==> config.mk <==
export PLATFORM = sky130hd
export DESIGN_NAME = video_timing_gen
export DESIGN_NICKNAME = d
export VERILOG_FILES = /design/src/rtl/video_timing_gen.sv
export SDC_FILE = /design/constraint.sdc
export NUM_CORES = 1
export LEC_CHECK = 0
export CORE_MARGIN = 2
export CORE_UTILIZATION = 48
export CTS_CLUSTER_SIZE = 40
export DETAILED_ROUTE_END_ITERATION = 16
export MAX_ROUTING_LAYER = met4
export PLACE_DENSITY = 0.87
export SYNTH_ARGS = -nofsm -noshare
export SYNTH_HDL_FRONTEND = slang
export SYNTH_SLANG_ARGS = --single-unit
export TNS_END_PERCENT = 20
==> constraint.sdc <==
create_clock -name clk -period 3.6 [get_ports clk]
set_clock_uncertainty 0.05 [all_clocks]
set_input_delay 1.08 -clock clk [delete_from_list [all_inputs] [get_ports clk]]
set_output_delay 1.08 -clock clk [all_outputs]
set_load 0.03 [all_outputs]
==> src/rtl/video_timing_gen.sv <==
// Raster timing and pixel-fetch stage ahead of the TMDS encoder.
// Divides the bit clock into pixel periods and walks an (h,v) raster. It
// generates sync, display enable and a per-pixel strobe, and pops one RGB
// pixel from a first-word-fall-through FIFO for each active pixel.
// The FIFO word is sampled at the edge that opens an active period, so the
// captured pixel and the pop strobe are both visible from that period's first
// cycle. Parameters must give H/V totals of at most 4095.
module video_timing_gen #(
    parameter int unsigned CLKS_PER_PIXEL = 10,
    parameter int unsigned H_ACTIVE       = 640,
    parameter int unsigned H_FP           = 16,
    parameter int unsigned H_SYNC         = 96,
    parameter int unsigned H_BP           = 48,
    parameter int unsigned V_ACTIVE       = 480,
    parameter int unsigned V_FP           = 10,
    parameter int unsigned V_SYNC         = 2,
    parameter int unsigned V_BP           = 33,
    parameter int unsigned SYNC_POL       = 0
) (
    input  logic        clk,
    input  logic        rst,
    input  logic        enable,
    input  logic [23:0] fifo_data,
    input  logic        fifo_empty,
    output logic        fifo_rd_en,
    output logic [7:0]  red_out,
    output logic [7:0]  green_out,
    output logic [7:0]  blue_out,
    output logic        data_ready,
    output logic        disp_enable,
    output logic        C0,
    output logic        C1,
    output logic [11:0] x_pos,
    output logic [11:0] y_pos,
    output logic        frame_start,
    output logic        underflow
);

    localparam int unsigned CNT_W    = 12;
    localparam int unsigned P_W      = (CLKS_PER_PIXEL > 2) ? $clog2(CLKS_PER_PIXEL) : 1;
    localparam int unsigned H_TOTAL  = H_ACTIVE + H_FP + H_SYNC + H_BP;
    localparam int unsigned V_TOTAL  = V_ACTIVE + V_FP + V_SYNC + V_BP;
    localparam int unsigned HS_START = H_ACTIVE + H_FP;
    localparam int unsigned HS_END   = HS_START + H_SYNC;
    localparam int unsigned VS_START = V_ACTIVE + V_FP;
    localparam int unsigned VS_END   = VS_START + V_SYNC;
    localparam logic        SYNC_ON  = (SYNC_POL != 0);
    localparam logic        SYNC_OFF = ~SYNC_ON;

    // running is low in the reset/idle state; the first enabled edge then
    // opens period (0,0) instead of advancing past it.
    logic             running;
    logic [P_W-1:0]   p;
    logic [P_W-1:0]   p_nxt;
    logic [CNT_W-1:0] h_nxt;
    logic [CNT_W-1:0] v_nxt;
    logic             active_nxt;
    logic             pix_start_nxt;
    logic             hsync_nxt;
    logic             vsync_nxt;
    logic             frame_start_nxt;

    // Next raster position; x_pos/y_pos hold the current h/v directly.
    always_comb begin
        p_nxt = '0;
        h_nxt = '0;
        v_nxt = '0;
        if (running) begin
            p_nxt = p + P_W'(1);
            h_nxt = x_pos;
            v_nxt = y_pos;
            if (p == P_W'(CLKS_PER_PIXEL - 1)) begin
                p_nxt = '0;
                if (x_pos == CNT_W'(H_TOTAL - 1)) begin
                    h_nxt = '0;
                    v_nxt = (y_pos == CNT_W'(V_TOTAL - 1)) ? '0 : y_pos + CNT_W'(1);
                end else begin
                    h_nxt = x_pos + CNT_W'(1);
                end
            end
        end
    end

    // Decode of the period being entered.
    always_comb begin
        active_nxt      = (h_nxt < CNT_W'(H_ACTIVE)) && (v_nxt < CNT_W'(V_ACTIVE));
        pix_start_nxt   = active_nxt && (p_nxt == '0);
        hsync_nxt       = ((h_nxt >= CNT_W'(HS_START)) && (h_nxt < CNT_W'(HS_END))) ? SYNC_ON : SYNC_OFF;
        vsync_nxt       = ((v_nxt >= CNT_W'(VS_START)) && (v_nxt < CNT_W'(VS_END))) ? SYNC_ON : SYNC_OFF;
        frame_start_nxt = (p_nxt == '0) && (h_nxt == '0) && (v_nxt == '0);
    end

    // Counter and output registers; enable low idles everything but underflow.
    always_ff @(posedge clk) begin
        if (rst || !enable) begin
            running     <= 1'b0;
            p           <= '0;
            x_pos       <= '0;
            y_pos       <= '0;
            fifo_rd_en  <= 1'b0;
            data_ready  <= 1'b0;
            disp_enable <= 1'b0;
            frame_start <= 1'b0;
            C0          <= SYNC_OFF;
            C1          <= SYNC_OFF;
            red_out     <= '0;
            green_out   <= '0;
            blue_out    <= '0;
            if (rst) begin
                underflow <= 1'b0;
            end
        end else begin
            running     <= 1'b1;
            p           <= p_nxt;
            x_pos       <= h_nxt;
            y_pos       <= v_nxt;
            disp_enable <= active_nxt;
            C0          <= hsync_nxt;
            C1          <= vsync_nxt;
            frame_start <= frame_start_nxt;
            data_ready  <= pix_start_nxt;
            fifo_rd_en  <= pix_start_nxt && !fifo_empty;
            if (pix_start_nxt) begin
                if (fifo_empty) begin
                    red_out   <= '0;
                    green_out <= '0;
                    blue_out  <= '0;
                    underflow <= 1'b1;
                end else begin
                    red_out   <= fifo_data[23:16];
                    green_out <= fifo_data[15:8];
                    blue_out  <= fifo_data[7:0];
                end
            end else if (!active_nxt) begin
                red_out   <= '0;
                green_out <= '0;
                blue_out  <= '0;
            end
        end
    end

endmodule

==> results.toml, run 1 <==
[layout]
diodes = 0
final_common_cell = "clkdlybuf4s50_1"
fin_area_um2 = 4010
area_growth_pct = 35.7
final_cell_mix = "clkdlybuf4s50_1 (82), dfxtp_1 (59), nor2_1 (54)"
drive_gt1_share_pct = 7.62
register_area_um2 = 1210
nFillCells = 454
nets = 461
multiInputGateArea_um2 = 1630

[clock_tree]
numCtsBuffers = 9
clk_pin_slew_ns = 0.07
clockBufferDepth = 2
cts_setup_buffers = 0
htree_levels = 3
cts_hold_buf = 0
cts_tree = "built"
root_buffer = "clkbuf_8"
cts_sinks = 60
cts_resized = 0
clk_latency_ns = 0.35

[routing]
routed_wirelength_um = 8070
dr.pass1.iters = 5
wl_per_cell_um = 15.9
drt-initial-drc-count = 252
drc = 0
ant_nets = 0
vias = 2925
via_per_inst = 5.76

[floorplanning]
ios = 83
die-width_um = 82.5
initial_core_util_pct = 49.9
core_area_um2 = 5920
num_rows = 28
die_area_um2 = 6800
die_h_um = 82.5

[placement]
port_buffers = 82
gp_congestion = 0.970
placed_area_um2 = 3820
dpl.hpwl_um = 5760

[sta]
fin_tns_setup_ns = 0
clock.fmax_ghz = 0.319
setup_viol = 0
worstMarginPinSlew_ns = 0.625
min_period_ns = 3.14
final-max-slew-violation-count = 0
rsz0062_at_grt = "false"
hold_viol = 0
period_share_pct = 87.1
max_slew_margin_pct = 57.8

[logic_synthesis]
synth_area_um2 = 2960
synth_cell_type_count = 52
yosysSeqAreaShare_pct = 41.0
async_flop_share_pct = 0
yosysWarnings = 0
syn_area_per_cell_um2 = 8.47
ys_ff_latch = 60
syn_nets = 382
synth_edf_count = 1
ys.flop_type = "dfxtp_1"
syn_inst = 349

[worst_setup_path]
worstPathCellList = "ha_1, nand4_1, or4_4, nor4b_1, nor3_1, o311ai_2, nand4_4, nor3_1"
crit_path_max_incr_delay_ns = 0.59
critical_path_buf_inv_count = 0
path_max_fanout = 27
r2r_slack_ns = 0.46
crit_required_ns = 3.82
start_kind = "flip-flop"
critPathArrivalTime_ns = 3.36
cp_top_family = "simple AND/OR/NAND/NOR gates"
crit_slowest_cell = "or4_4"
path_class = "reg2reg"
critPathCaptureType = "flip-flop"
cpMostUsedCell = "nor3_1"

[power_and_ir_drop]
peakVddDrop_mv = 0.193
power_density_nw_per_um2 = 344
leakagePower_uw = 0.00138

[grt]
grt_max_degree = 53
grt_pass1_wl_um = 12200
grt_usage_pct = 24.3
grt.overflow.total = 0
grt_pass1_vias = 2592
antenna_found_initial = 0

[run_status]
status = "completed"

[flow_run]
cap_viol_max_count = 0

[min_path]
min_path_type = "reg2reg"
[final timing paths]
path | end | cells after the start | startpoint
hold reg to reg | blue_out[4] | 2 | blue_out[4]
setup / recovery | fifo_rd_en | 8 | x_pos[1]
hold / removal | blue_out[4] | 2 | blue_out[4]
setup reg to reg | fifo_rd_en | 8 | x_pos[1]
[registers in the layout, indices dropped and copies added, names as in the netlist, 4 cells and up]
name       count
green_out      8
red_out        8
blue_out       8
p              4
y_pos         12
x_pos         12
[layer usage]
layer / up-vias / global-route usage, % / part of all wire [%] / wire, um
li1: 1410 / - / - / -
met1: 1355 / 30.0 / 41 / 3270
met2: 125 / 37.1 / 50 / 4010
met3: 35 / 4.13 / 5.8 / 469
met4: 0 / 15.0 / 4.0 / 323
met5: - / - / 0 / 0
[final cells by class]
cell class | count | area share [%]
Sequential cell | 60 | 30.2
Tap cell | 75 | 2.34
Multi-Input combinational cell | 261 | 40.6
Inverter | 10 | 0.936
Clock inverter | 5 | 0.874
Clock buffer | 11 | 3.81
Timing Repair Buffer | 86 | 21.2
[cells in the mapped netlist (3+ instances only)]
library cell	n	area, um2
or4_4	3	33.8
o211ai_1	3	22.5
nor2_1	54	203
xnor2_1	8	70.1
o31ai_1	3	22.5
dfxtp_1	59	1180
or3_1	4	25.0
o21ai_0	5	25.0
nand4_1	7	43.8
ha_1	5	62.6
nand2_1	19	71.3
and2_1	3	18.8
nor3b_1	27	203
a21oi_1	35	175
inv_1	10	37.5
nand3b_1	4	30.0
xor2_1	10	87.6
a31oi_1	5	31.3
buf_6	3	33.8
clkbuf_1	13	48.8
nor3_1	9	45.0
nor2b_1	5	31.3
nand3_1	19	95.1
[where the power goes]
group | internal, uW | switching [uW] | leakage (uW)
Sequential | 676 | 7.16 | 0.000489
Combinational | 61.9 | 64.3 | 0.000792
Clock | 291 | 280 | 0.0000944
Total | 1030 | 352 | 0.00138
[metrics by stage]
step / utilization [%] / worst slack (ns) / total power (uW) / hold WS (ns) / std cells
2_1_floorplan: - / 0.741 / 766 / 0.395 / 349
3_3_place_gp: 64.6 / 0.657 / 822 / 0.416 / 492
3_5_place_dp: 64.6 / 0.533 / 824 / 0.429 / 492
4_1_cts: 67.7 / 0.474 / 1390 / 0.447 / 508
5_1_grt: 67.7 / 0.197 / 1430 / 0.470 / 508
6_report: 67.7 / 0.464 / 1380 / 0.439 / 508
[cell families after synthesis]
family,share of synthesized area (%)
buffers and inverters,4.49
adder cells (fa/ha/maj),2.12
AO/OA/AOI/OAI,13.5
XOR/XNOR,5.33
AND/OR/NAND/NOR,33.6
flip-flops,41.0
[worst register-to-register path, stage by stage (launching register included)]
cell and delay, ns:
dfxtp_1 0.45, ha_1 0.26, nand4_1 0.24, or4_4 0.59, nor4b_1 0.28, nor3_1 0.13
o311ai_2 0.40, nand4_4 0.40, nor3_1 0.26
Note: power is estimated with default switching activity, not from simulation.
==> run 2, diff against run 1 <==
--- a/config.mk
+++ b/config.mk
@@ -6,11 +6,12 @@
 export NUM_CORES = 1
 export LEC_CHECK = 0
 export CORE_MARGIN = 2
-export CORE_UTILIZATION = 48
+export CORE_UTILIZATION = 57
 export CTS_CLUSTER_SIZE = 40
 export DETAILED_ROUTE_END_ITERATION = 16
+export DONT_BUFFER_PORTS = 1
 export MAX_ROUTING_LAYER = met4
-export PLACE_DENSITY = 0.87
+export PLACE_DENSITY = 0.79
 export SYNTH_ARGS = -nofsm -noshare
 export SYNTH_HDL_FRONTEND = slang
 export SYNTH_SLANG_ARGS = --single-unit
==> run 2 against run 1 <==
Against the previous run:
- hold slack improved by 0.055 ns
- clock power is 16% higher
- wire length fell by 15%
- sequential share of layout area up 7.3 points
- total power up 2.8%
- final area is 19% lower
- global-route usage rose by 0.67 points
==> results.toml, run 2 (synthesized netlist as in run 1, its figures left out) <==
[run_status]
status = "completed"

[clock_tree]
cts_resized = 0
numCtsBuffers = 9
htree_levels = 3
clk_latency_ns = 0.33
cts_sinks = 60
cts_setup_buffers = 0
clockBufferDepth = 2
cts_tree = "built"
clk_pin_slew_ns = 0.07
root_buffer = "clkbuf_8"
cts_hold_buf = 0

[grt]
grt.overflow.total = 0
antenna_found_initial = 0
grt_max_degree = 53
grt_usage_pct = 25.0
grt_pass1_vias = 2333
grt_pass1_wl_um = 11400

[floorplanning]
ios = 83
num_rows = 26
die_h_um = 76.0
die-width_um = 76.0
die_area_um2 = 5780
initial_core_util_pct = 58.6
core_area_um2 = 5040

[worst_setup_path]
cp-startpoint = "x_pos[7]"
critPathArrivalTime_ns = 3.25
crit_required_ns = 3.76
start_kind = "flip-flop"
r2r_start = "x_pos[7]"
critPathCaptureType = "flip-flop"
path_max_fanout = 7
path_class = "reg2reg"

[placement]
gp_congestion = 0.954
dpl.hpwl_um = 4840
placed_area_um2 = 3020
placed_cells = 408
port_buffers = 0
place_ws_ns = 0.544

[layout]
drive_gt1_share_pct = 10.2
fin_area_um2 = 3230
stdcell_count = 424
diodes = 0
fin_util_pct = 64.1
nets = 382
reg_top3 = "x_pos (12), y_pos (12)"
final_cell_mix = "dfxtp_1 (59), nor2_1 (54), a21oi_1 (35)"
area_growth_pct = 9.40
final_common_cell = "dfxtp_1"

[routing]
vias = 2576
via_per_inst = 6.08
dr.pass1.iters = 4
drc = 0
routed_wirelength_um = 6880
drt-initial-drc-count = 214
wl_per_cell_um = 16.2
ant_nets = 0

[sta]
max_slew_margin_pct = 57.7
min_period_ns = 3.10
clock.fmax_ghz = 0.323
fin_ws_ns = 0.503
fin_tns_setup_ns = 0
hold_viol = 0
worstMarginPinSlew_ns = 0.634
rsz0062_at_grt = "false"
period_share_pct = 86.0
setup_viol = 0
final-max-slew-violation-count = 0

[power_and_ir_drop]
comb_power_share_pct = 3.6
power_density_nw_per_um2 = 439
switchingPower_uw = 333
power.share.clock_pct = 46.8
peakVddDrop_mv = 0.343
p_seq_share_pct = 49.7
switching_share_pct = 23.5
p_int_uw = 1090
leakagePower_uw = 0.00111

[min_path]
min_path_type = "reg2reg"
min_from = "p[0]"

[flow_run]
cap_viol_max_count = 0
[run 2: cell count changes in the layout (fill, tap and decap cells not counted)]
cell | previous run | this run
clkinv_4 | 2 | 1
inv_4 | 0 | 1
clkbuf_16 | 1 | 0
clkdlybuf4s50_1 | 82 | 0
buf_4 | 4 | 7
bufinv_16 | 0 | 2
clkinv_2 | 2 | 1
[run 2: per-layer routing]
metal	GRT usage (%)	vias up	share of wire, %	wire, um
met5	-	-	0	0
met4	10.7	0	1.7	114
met3	7.94	10	6.9	475
met2	37.1	100	48	3320
met1	31.6	1222	43	2970
li1	-	1244	-	-
[run 2: final cells by class]
cell class,count,area (um2)
tap,70,87.6
fill,441,1810
sequential,60,1210
inverter,10,37.5
multi-input combinational,261,1630
clock buffer,10,128
timing repair buffer,7,52.6
clock inverter,6,87.6
[run 2: power by group through the flow]
stage | Combinational [uW] | Sequential (uW) | Clock, uW
final | 50.8 | 705 | 664
after global routing | 58.6 | 706 | 711
after CTS | 51.1 | 705 | 673
after detailed placement | 50.8 | 720 | 0
after global placement | 49.3 | 720 | 0
after floorplan | 49.3 | 717 | 0
[run 2: path summary, 6_finish.rpt]
path / end / slack, ns / cells after the start
setup reg to reg: C1 / 0.50 / 7
hold / removal: p[0] / 0.49 / 1
hold reg to reg: p[0] / 0.49 / 1
setup / recovery: C1 / 0.50 / 7
[run 2: worst max-delay path, cell delays in order, from the launching register on]
cell      delay, ns
dfxtp_1        0.46
or4_4          0.61
nor4_4         0.44
nand4_1        0.18
xor2_1         0.21
a41o_1         0.31
o211ai_1       0.18
or4_1          0.52
[run 2: through the flow]
stage,hold slack [ns],total power (uW)
after global placement,0.454,770
after floorplan,0.395,766
after detailed placement,0.467,771
final,0.494,1420
after CTS,0.489,1430
after global routing,0.507,1480
